$ cat src/rtl/mips_multicycle_control.sv
// Multi-cycle control sequencer for the single-register-file MIPS datapath.
// Owns pc and Instr, fetches over a req/ack port and drives datapath controls one phase per cycle.
module mips_multicycle_control #(
  parameter logic [31:0] RESET_PC = 32'h0000_0000
) (
  input  logic        clk,
  input  logic        rst,
  input  logic        run,
  input  logic        imem_ack,
  input  logic [31:0] imem_rdata,
  input  logic        eq,
  output logic        imem_req,
  output logic [31:0] pc,
  output logic [31:0] Instr,
  output logic        Reg_Dst,
  output logic        Reg_Write,
  output logic        Alu_Src,
  output logic        Mem_Write,
  output logic        Mem_Read,
  output logic        Mem_To_Reg,
  output logic [3:0]  Alu_Control,
  output logic        retire,
  output logic        illegal
);

  // state  | meaning
  // IDLE   | waiting for run at an instruction boundary
  // FETCH  | imem_req held with pc stable until imem_ack
  // DECODE | classify Instr; j completes here
  // EXEC   | ALU phase; beq resolves and completes here
  // MEM    | lw reads, sw writes and completes
  // WB     | register write-back, completes
  // TRAP   | unsupported encoding seen; parked until reset
  typedef enum logic [2:0] {S_IDLE, S_FETCH, S_DECODE, S_EXEC, S_MEM, S_WB, S_TRAP} state_e;
  typedef enum logic [2:0] {K_R, K_ADDI, K_LW, K_SW, K_BEQ, K_J, K_ILL} kind_e;

  function automatic kind_e classify(input logic [31:0] ins);
    kind_e k;
    k = K_ILL;
    case (ins[31:26])
      6'h00: begin
        case (ins[5:0])
          6'h20, 6'h22, 6'h24, 6'h25, 6'h27, 6'h2A: k = K_R;
          default: k = K_ILL;
        endcase
      end
      6'h08:   k = K_ADDI;
      6'h23:   k = K_LW;
      6'h2B:   k = K_SW;
      6'h04:   k = K_BEQ;
      6'h02:   k = K_J;
      default: k = K_ILL;
    endcase
    return k;
  endfunction

  function automatic logic [3:0] alu_op(input logic [31:0] ins);
    logic [3:0] op;
    op = 4'b0010;
    if (ins[31:26] == 6'h00) begin
      case (ins[5:0])
        6'h22:   op = 4'b0110;
        6'h24:   op = 4'b0000;
        6'h25:   op = 4'b0001;
        6'h27:   op = 4'b1100;
        6'h2A:   op = 4'b0111;
        default: op = 4'b0010;
      endcase
    end else if (ins[31:26] == 6'h04) begin
      op = 4'b0110;
    end
    return op;
  endfunction

  state_e      state_q, state_d, boundary;
  kind_e       kind_q, kind_d;
  logic [31:0] pc_q, pc_d, instr_q, instr_d;
  logic        illegal_q, illegal_d, in_instr;
  logic        imem_req_q, imem_req_d, reg_dst_q, reg_dst_d, reg_write_q, reg_write_d;
  logic        alu_src_q, alu_src_d, mem_write_q, mem_write_d, mem_read_q, mem_read_d;
  logic        mem_to_reg_q, mem_to_reg_d, retire_q, retire_d;
  logic [3:0]  alu_control_q, alu_control_d;

  always_comb begin
    kind_q    = classify(instr_q);
    boundary  = run ? S_FETCH : S_IDLE;
    state_d   = state_q;
    pc_d      = pc_q;
    instr_d   = instr_q;
    illegal_d = illegal_q;
    case (state_q)
      S_IDLE:  state_d = boundary;
      S_FETCH: begin
        if (imem_ack) begin
          instr_d = imem_rdata;
          pc_d    = pc_q + 32'd4;
          state_d = S_DECODE;
        end
      end
      S_DECODE: begin
        case (kind_q)
          K_J: begin
            pc_d    = {pc_q[31:28], instr_q[25:0], 2'b00};
            state_d = boundary;
          end
          K_ILL: begin
            illegal_d = 1'b1;
            state_d   = S_TRAP;
          end
          default: state_d = S_EXEC;
        endcase
      end
      S_EXEC: begin
        case (kind_q)
          K_BEQ: begin
            // pc already points past the branch, so the offset is applied to PC+4
            if (eq) pc_d = pc_q + {{14{instr_q[15]}}, instr_q[15:0], 2'b00};
            state_d = boundary;
          end
          K_LW, K_SW: state_d = S_MEM;
          default:    state_d = S_WB;
        endcase
      end
      S_MEM:   state_d = (kind_q == K_LW) ? S_WB : boundary;
      S_WB:    state_d = boundary;
      S_TRAP:  state_d = S_TRAP;
      default: state_d = S_IDLE;
    endcase

    // Outputs are decoded from the next state so they line up with the state they describe.
    kind_d        = classify(instr_d);
    in_instr      = (state_d == S_EXEC) || (state_d == S_MEM) || (state_d == S_WB);
    imem_req_d    = (state_d == S_FETCH);
    reg_dst_d     = in_instr && (kind_d == K_R);
    alu_src_d     = in_instr && ((kind_d == K_ADDI) || (kind_d == K_LW) || (kind_d == K_SW));
    mem_to_reg_d  = in_instr && (kind_d != K_LW);
    alu_control_d = in_instr ? alu_op(instr_d) : 4'b0000;
    mem_read_d    = (kind_d == K_LW) && ((state_d == S_MEM) || (state_d == S_WB));
    mem_write_d   = (kind_d == K_SW) && (state_d == S_MEM);
    reg_write_d   = (state_d == S_WB);
    retire_d      = ((state_d == S_DECODE) && (kind_d == K_J)) ||
                    ((state_d == S_EXEC) && (kind_d == K_BEQ)) ||
                    ((state_d == S_MEM) && (kind_d == K_SW)) ||
                    (state_d == S_WB);
  end

  always_ff @(posedge clk or negedge rst) begin
    if (!rst) begin
      state_q       <= S_IDLE;
      pc_q          <= RESET_PC;
      instr_q       <= 32'd0;
      illegal_q     <= 1'b0;
      imem_req_q    <= 1'b0;
      reg_dst_q     <= 1'b0;
      reg_write_q   <= 1'b0;
      alu_src_q     <= 1'b0;
      mem_write_q   <= 1'b0;
      mem_read_q    <= 1'b0;
      mem_to_reg_q  <= 1'b0;
      alu_control_q <= 4'b0000;
      retire_q      <= 1'b0;
    end else begin
      state_q       <= state_d;
      pc_q          <= pc_d;
      instr_q       <= instr_d;
      illegal_q     <= illegal_d;
      imem_req_q    <= imem_req_d;
      reg_dst_q     <= reg_dst_d;
      reg_write_q   <= reg_write_d;
      alu_src_q     <= alu_src_d;
      mem_write_q   <= mem_write_d;
      mem_read_q    <= mem_read_d;
      mem_to_reg_q  <= mem_to_reg_d;
      alu_control_q <= alu_control_d;
      retire_q      <= retire_d;
    end
  end

  assign imem_req    = imem_req_q;
  assign pc          = pc_q;
  assign Instr       = instr_q;
  assign Reg_Dst     = reg_dst_q;
  assign Reg_Write   = reg_write_q;
  assign Alu_Src     = alu_src_q;
  assign Mem_Write   = mem_write_q;
  assign Mem_Read    = mem_read_q;
  assign Mem_To_Reg  = mem_to_reg_q;
  assign Alu_Control = alu_control_q;
  assign retire      = retire_q;
  assign illegal     = illegal_q;

endmodule

$ cat config.mk
export PLATFORM = sky130hd
export DESIGN_NAME = mips_multicycle_control
export DESIGN_NICKNAME = d
export VERILOG_FILES = /design/src/rtl/mips_multicycle_control.sv
export SDC_FILE = /design/constraint.sdc
export NUM_CORES = 1
export LEC_CHECK = 0
export CORE_ASPECT_RATIO = 0.9
export CORE_MARGIN = 3
export CORE_UTILIZATION = 45
export DETAILED_ROUTE_END_ITERATION = 12
export GPL_TIMING_DRIVEN = 0
export PLACE_DENSITY = 0.75
export SLEW_MARGIN = 20
export SYNTH_ARGS = -nofsm -noshare
export SYNTH_HDL_FRONTEND = slang
export SYNTH_SLANG_ARGS = --single-unit
$ cat constraint.sdc
create_clock -name clk -period 3.6 [get_ports clk]
set_clock_uncertainty 0.2 [all_clocks]
set_input_delay 0.72 -clock clk [delete_from_list [all_inputs] [get_ports clk]]
set_output_delay 0.72 -clock clk [all_outputs]
set_load 0.03 [all_outputs]
* Word-level counts from Yosys, hierarchy flattened
Index checks and enable logic that the tools add are counted.
** Word-level totals
- Bits in registers :: 80
- Bits in latches :: 0
- RAM bits :: 0
- ROM bits :: 0
- Input port bits :: 37
- Output and inout port bits :: 77
- Memories :: 0
** Operators by class
- Add/sub/neg operators :: 2
- Multiply operators :: 0
- Div/mod/pow operators :: 0
- $lt $le $gt $ge :: 0
- Eq/ne operators :: 48
- Shift operators :: 0
- Multiplexer cells :: 21
- Bitwise gates (word level) :: 1
- Reductions and logical operators :: 29
** Operators by type and width (count)
- 32-bit two-way mux :: 5
- 6-bit equality test, second input constant :: 16
- 32-bit case mux with 3 select lines :: 1
- 3-bit case mux with 6 select lines :: 3
- 32-bit by 3-bit adder with 32-bit output, second input constant :: 1
- 32-bit adder :: 1
- 3-bit equality test, second input constant :: 10
- 28-bit two-way mux :: 1
- 3-bit by 2-bit equality test with 1-bit output, second input constant :: 8
- 4-bit case mux with 5 select lines :: 1
- 3-bit two-way mux :: 5
- 6-bit by 2-bit equality test with 1-bit output, second input constant :: 2
- 6-bit by 3-bit equality test with 1-bit output, second input constant :: 2
- 6-bit by 4-bit equality test with 1-bit output, second input constant :: 2
- 6-bit zero test :: 2
- 3-bit case mux with 2 select lines :: 2
- 6-bit OR reduction :: 2
- 5-bit AND reduction :: 2
- 3-bit by 1-bit equality test with 1-bit output, second input constant :: 3
- 1-bit logical OR :: 8
- 4-bit two-way mux :: 2
- 2-bit != test, second input constant :: 4
- 1-bit logical AND :: 7
- 3-bit zero test :: 2
- 7 further kinds :: 9

* Longest topological paths before layout
Gate-level depths: netlist of run 1.
- Depth in word-level cells :: 13
- Gate-level depth with buffers :: 15
- Mapped depth without buffers :: 14

* Least setup slack after synthesis of run 1
No wires, ideal clock.
- Path kind :: register to register
- From :: reg state_q[2]
- To :: reg pc_q[31] (netlist: pc[31])
- Setup time :: 0.133 ns
- Arrival :: 3.054 ns
- Data required time :: 3.267 ns
- Slack :: 0.213 ns
- Cell stages (with the launch flop) :: 15
- Buffers on the path :: 1
- Clock period less this slack :: 3.387 ns
- Cell sequence :: dfrtp_1 -> buf_6 -> and2b_1 -> and2_1 -> nand2_1 -> inv_1 -> ha_1 -> a21o_4 -> a21o_1 -> a311oi_1 -> or2_2 -> a31oi_1 -> a221oi_1 -> o21ai_1 -> xnor2_1
** On the way
- Cells in the longest elaborated chain, start to end :: 3
** RTL lines
- start: declaration :: line 75 : state_e state_q, state_d, boundary;
- start signal: assignment :: line 163 : state_q <= state_d;
- 3-bit by 2-bit equality test with 1-bit output or 3-bit by 1-bit equality test with 1-bit output (tied branches) :: line 91 : case (state_q)
- 2-bit != test (no line) (tied with other cells)
- 5-bit AND reduction (no line)
- end signal: assignment :: line 164 : pc_q <= pc_d;
- end: declaration :: line 77 : logic [31:0] pc_q, pc_d, instr_q, instr_d;
Parallel ways exist; a longest one is shown, timed or not.
A chain may end at the register's enable or synchronous reset.

* Final worst setup path of run 1
- From :: reg state_q[0]
- To :: reg pc_q[29] (netlist: pc[29])
The elaborated chain is that of the path after synthesis.

==> impl_metrics.csv, run 1 <==
group,metric,value,unit
clock_tree,cts_tree,"done",
global_route,antenna_found_initial,0,
synthesis,ys.warnings.count,0,
floorplanning,die_h,109,µm
layout,area.growth.synth_to_final,38.2,%
timing,max_freq,0.286,GHz
floorplanning,die_x,121,µm
synthesis,syn_area,5340,µm²
routing,totalWireLength,17100,µm
floorplanning,rows,37,
global_route,grt_pass1_vias,5227,
critical_path,max_stage_delay,0.46,ns
global_route,grt_usage,0.260,
timing,tns,0,ns
routing,vias,5327,
critical_path,startpoint_type,"flop",
critical_path,cp.required,3.63,ns
clock_tree,clock_path_buffers,2,
synthesis,avgSynthCellArea,8.62,µm²
routing,drt-initial-drc-count,318,
timing,final_hold_viol_count,0,
placement,hpwlAfterDp,12400,µm
routing,wl_met2,8190,µm
routing,dr.pass1.iters,6,
clock_tree,clock-sinks,78,
routing,ant_nets,0,
critical_path,cpMaxStageDelayCell,"dfrtp_2",
clock_tree,clk_pin_slew_worst_paths,0.06,ns
power_and_ir_drop,power.leakage,3.33,nW
critical_path,reg2reg_from,"state_q[0]",
clock_tree,cts_hold_buf,0,
floorplanning,design.die.area,13200,µm²
synthesis,synth.largest_area_cell,"dfrtp_1",
timing,slew_viol_final,0,
synthesis,ys_top_cells_by_area,"dfrtp_1, nand2_1, ha_1",
floorplanning,core,11500,µm²
synthesis,yosysSeqAreaShare,0.366,
layout,diodes,0,
routing,avgViaCountPerCell,5.79,
synthesis,yosys.cell_types.count,83,
global_route,grt_overflow,0,
timing,worstMarginPinSlew,0.694,ns
timing,whs,0.125,ns
clock_tree,cts_buffers,9,
routing,drc_errors,0,
layout,drive_gt1_frac,0.164,
layout,num-nets-final,827,
placement,port_buffers,111,
clock_tree,cts_root_buf,"clkbuf_16",
status,status,"complete, no violations",
timing,fin_crit_sh,0.971,
floorplanning,start_util,0.463,
synthesis,async_reset_ff_frac,1.00,
power_and_ir_drop,vdd_drop_max,583,µV
critical_path,r2r-end,"pc[29]",
synthesis,synth_edf_count,0,
layout,final.fill_count,954,
critical_path,worstPathArrival,3.53,ns
synthesis,ys_ff_latch,78,
critical_path,r2r_slack,0.10,ns
critical_path,startpoint,"state_q[0]",
critical_path,path_buf_inv,2,
run,cap_violations,0,
critical_path,crit_path_end_kind,"flop",
routing,wl_per_cell,18.6,µm
floorplanning,ioPinCount,114,
hold_path,hp-class,"in2async",
critical_path,reg2reg_depth,13,
global_route,grt_max_degree,43,
global_route,grt_pass1_wl,26700,µm
synthesis,ys.flop_type,"dfrtp_1",
routing,wl_met1,7110,µm
critical_path,worstSetupPathType,"reg2reg",
routing,wl_met3,1360,µm
timing,finalSetupViolations,0,
critical_path,cpLargestDelayFamily,"compound AO/OA/AOI/OAI gates",
synthesis,postSynthCellCount,619,
timing,period_needed,3.50,ns
critical_path,critPathMaxFanout,8,
clock_tree,clkLatencyLatePin,0.35,ns
placement,gp_congestion,0.938,
routing,maxUsedRoutingLayer,"met4",
power_and_ir_drop,p_per_area,913,nW/µm²
critical_path,crit_chain,"and2b_4 > and2_4 > nand2_4 > clkinvlp_4 > buf_6 > ha_4 > nand3_4 > a2111oi_4 > a21bo_2 > a311oi_2 > o21ai_1 > a21o_1 > a31o_1",
clock_tree,htreeDepth,3,
timing,slew_headroom,0.537,
synthesis,synth_top_area_share,0.366,
through the flow:
stage	total power [mW]	util	area, µm²	std cells	worst slack [ns]
6_report	6.74	0.640	7380	920	0.103
5_1_grt	7.17	0.640	7380	920	-0.00995
4_1_cts	6.42	0.612	7050	906	-0.0303
3_5_place_dp	5.42	0.578	6670	888	-0.447
3_3_place_gp	5.35	0.577	6650	887	-1.17
2_1_floorplan	4.05	-	5340	620	0.213
report_power, final:
| group | internal, mW | switching [mW] |
|---|---|---|
| clock | 0.549 | 0.365 |
| sequential | 1.23 | 0.457 |
| combinational | 1.69 | 2.44 |
| total | 3.48 | 3.26 |
cells by family after synthesis:
kind of cell,Yosys count,synth area share
and+or+nand+nor,258,0.241
AOI/OAI and AO/OA,165,0.211
DFF,78,0.366
buffers and inverters,52,0.0483
adders and majority gates,31,0.0738
xor gates and xnor gates,20,0.0328
muxes,14,0.0270
other,1,0.000702
metal layers:
layer | track usage | up-vias
met4 | 0.0882 | 0
met1 | 0.328 | 2582
met2 | 0.434 | 217
li1 | - | 2490
met3 | 0.0730 | 38
met5 | 0 | -
worst max-delay path by stage:
stage	end	slack (ns)	depth (start not counted)
floorplan	pc[31]	0.21	14
global placement	Mem_Read	-1.17	1
detailed placement	pc[29]	-0.45	14
CTS	pc[29]	-0.03	15
global route	pc[29]	-0.01	13
finish	pc[29]	0.10	13
state kept, by name, summed over array words and instances, names as in the netlist:
signal,flops
state_q,3
Alu_Control,4
illegal,1
Mem_Write,1
pc,30
Reg_Write,1
Mem_Read,1
imem_req,1
Mem_To_Reg,1
Alu_Src,1
retire,1
Instr,32
Reg_Dst,1
layout by cell type, fill, tap and decap left out, types with 4 or more instances in the layout:
cell,n
or3_1,5
a21oi_1,38
a21oi_2,6
nor2b_1,4
o21ai_0,25
o211ai_1,4
clkbuf_1,9
ha_4,11
buf_2,5
xnor2_1,9
nor3_1,15
a31oi_1,15
and3_1,23
clkbuf_16,9
clkdlybuf4s50_1,110
nand3b_1,5
nand2_1,117
and2_1,4
inv_1,23
buf_6,7
ha_1,14
mux2i_1,11
buf_4,19
a21o_1,14
a21o_2,4
nand3_1,11
dfrtp_1,77
xor2_1,11
nor4_1,4
o21ai_1,12
nor2_1,34
ha_2,4
or2_2,4
layout make-up:
| type | instances | area [µm²] | share of cell area |
|---|---|---|---|
| tap | 156 | 195 | 0.0264 |
| inverter | 27 | 105 | 0.0142 |
| clock buffer | 11 | 243 | 0.0329 |
| multi-input combinational | 490 | 3400 | 0.461 |
| clock inverter | 4 | 47.5 | 0.00644 |
| timing repair buffer | 130 | 1270 | 0.172 |
| buffer | 24 | 161 | 0.0219 |
| sequential | 78 | 1950 | 0.265 |
cells in the mapped netlist, drive strengths merged, types with 5 or more instances:
cell type	number
and2	8
xnor2	9
and3	24
a31oi	17
nor2	36
nand3b	5
nand3	13
ha	29
o21ai	39
nor4	5
dfrtp	78
nor2b	5
or2	5
mux2i	11
nand2	121
or3	5
nor3	16
a21o	19
clkbuf	13
inv	27
a21oi	45
xor2	11
buf	12
repair_timing:
action | 4_1_cts | 5_1_grt
cloned | 0 | 1
endpoints found under the setup margin | 13 | 15
setup buffers | 4 | 13
pin swaps | 1 | 21
gates resized for setup | 19 | 47
Power figures use the tool's default switching activity.
==> run 2, diff against run 1 <==
Settings changed: CAP_MARGIN set to 20.
==> results of run 2 <==
The final DEF is identical to that of run 1; final timing and power are the same.
==> run 3, diff against run 2 <==
Settings changed: CTS_BUF_LIST set to sky130_fd_sc_hd__clkbuf_4, DONT_BUFFER_PORTS set to 1, PLACE_DENSITY 0.75 to 0.62.
==> impl_metrics.csv, run 3 (synthesis results as in run 1) <==
group,metric,value,unit
status,status,"complete, no violations",
clock_tree,clock_path_buffers,2,
clock_tree,clkLatencyLatePin,0.47,ns
timing,slew_viol_final,0,
power_and_ir_drop,vdd_drop_max,496,µV
critical_path,cp.required,3.77,ns
clock_tree,cts_buffers,9,
layout,num-nets-final,708,
timing,tns,0,ns
layout,layoutNonFillerInstCount,800,
timing,whs,0.141,ns
run,cap_violations,0,
layout,largest_reg_flops,32,
clock_tree,cts_tree,"done",
placement,placed_cells,776,
floorplanning,ioPinCount,114,
global_route,grt_pass1_wl,24000,µm
routing,drc_errors,0,
critical_path,r2r_slack,0.11,ns
clock_tree,clk_pin_slew_worst_paths,0.13,ns
timing,worstMarginPinSlew,0.661,ns
critical_path,crit_chain,"and2b_4 > and2_4 > nand2_2 > clkinvlp_4 > buf_12 > ha_4 > and3_4 > nand2_4 > a2111oi_4 > a21bo_4 > a311oi_2 > o21ai_2 > a21o_1 > a31o_1",
critical_path,cpMaxStageDelayCell,"dfrtp_2",
floorplanning,rows,37,
clock_tree,clock-sinks,78,
timing,fin_crit_sh,0.969,
timing,slew_headroom,0.559,
placement,gp_congestion,0.910,
floorplanning,core,11500,µm²
global_route,antenna_found_initial,0,
power_and_ir_drop,power,5.49,mW
placement,port_buffers,0,
critical_path,worstSetupPathType,"reg2reg",
global_route,grt_usage,0.236,
hold_path,hp-class,"in2reg",
critical_path,critPathMaxFanout,8,
global_route,grt_overflow,0,
critical_path,max_stage_delay,0.49,ns
routing,totalWireLength,15700,µm
floorplanning,die_x,121,µm
layout,drive_gt1_frac,0.175,
floorplanning,start_util,0.463,
routing,dr.pass1.iters,6,
layout,final_common_cell,"nand2_1",
layout,mostFrequentLayoutCells,"nand2_1, dfrtp_1, a21oi_1",
floorplanning,die_h,109,µm
routing,avgViaCountPerCell,5.92,
timing,finalSetupViolations,0,
floorplanning,design.die.area,13200,µm²
global_route,grt_max_degree,79,
timing,rsz0062_at_grt,"yes",
layout,area.growth.synth_to_final,11.9,%
critical_path,startpoint_type,"flop",
critical_path,crit_path_end_kind,"flop",
clock_tree,htreeDepth,3,
power_and_ir_drop,power.leakage,2.79,nW
clock_tree,cts_root_buf,"clkbuf_4",
power_and_ir_drop,p_per_area,920,nW/µm²
timing,period_needed,3.49,ns
placement,hpwlAfterDp,11500,µm
routing,wl_per_cell,19.6,µm
routing,vias,4738,
global_route,grt_pass1_vias,4472,
timing,final_hold_viol_count,0,
critical_path,worstPathArrival,3.66,ns
timing,max_freq,0.287,GHz
routing,ant_nets,0,
layout,diodes,0,
routing,drt-initial-drc-count,363,
[run 3: cell types whose count changed in the layout (fill, tap and decap cells not counted), sizes merged]
| cell | previous run | this run |
|---|---|---|
| clkdlybuf4s50 | 110 | 0 |
| bufinv | 1 | 2 |
| clkbuf | 22 | 20 |
| buf | 33 | 23 |
| dlygate4sd3 | 0 | 1 |
[run 3: cell type report]
cell class	instances	area, µm²
well taps	156	195
multi-input cells	490	3300
clock inverters	5	76.3
plain buffers	24	161
fillers	1070	5550
inverters	27	105
clock buffers	9	67.6
flip-flops and latches	78	1950
repair buffers	11	118
[run 3: per-stage QoR]
| stage | area (µm²) | worst slack (ns) | util |
|---|---|---|---|
| CTS | 5830 | 0.00231 | 0.506 |
| finish | 5970 | 0.110 | 0.518 |
| global route | 5970 | -0.0425 | 0.518 |
| detailed placement | 5540 | -0.417 | 0.480 |
| floorplan | 5340 | 0.213 | - |
| global placement | 5540 | -0.392 | 0.480 |
[run 3: repair_timing]
action,in CTS,in global routing
pin swaps,1,9
gates resized for setup,19,28
setup buffers,3,6
endpoints found under the hold margin,78,0
hold buffers,2,0
endpoints found under the setup margin,13,14
[run 3: metal layers]
layer / global-route usage / up-vias / share of wire
met5: 0 / - / 0
met4: 0.0647 / 0 / 0.016
met3: 0.0838 / 22 / 0.077
met2: 0.382 / 164 / 0.47
met1: 0.301 / 2294 / 0.44
li1: - / 2258 / -
[run 3: where the power goes]
| group | switching (mW) | internal (mW) | leakage, nW | total (mW) |
|---|---|---|---|---|
| clock network | 0.311 | 0.270 | 0.0753 | 0.582 |
| logic | 1.54 | 1.02 | 1.74 | 2.55 |
| registers | 1.14 | 1.22 | 0.972 | 2.36 |
[run 3: path summary, 6_finish.rpt]
kind,startpoint,end,cells after the start
worst min-delay path,imem_rdata[12],Instr[12],2
min in group asynchronous,rst,Instr[25],2
max in group asynchronous,rst,state_q[0],2
worst max-delay path,state_q[0],pc[29],14
worst min register to register,pc[31],pc[31],1
worst max register to register,state_q[0],pc[29],14
[run 3: worst max-delay path, delay by kind of cell, from the launching register on]
| family | cells | cell delay, ns |
|---|---|---|
| adders and majority gates | 1 | 0.29 |
| DFF | 1 | 0.49 |
| and+or+nand+nor | 5 | 0.81 |
| buffers and inverters | 2 | 0.27 |
| AOI/OAI and AO/OA | 6 | 1.33 |
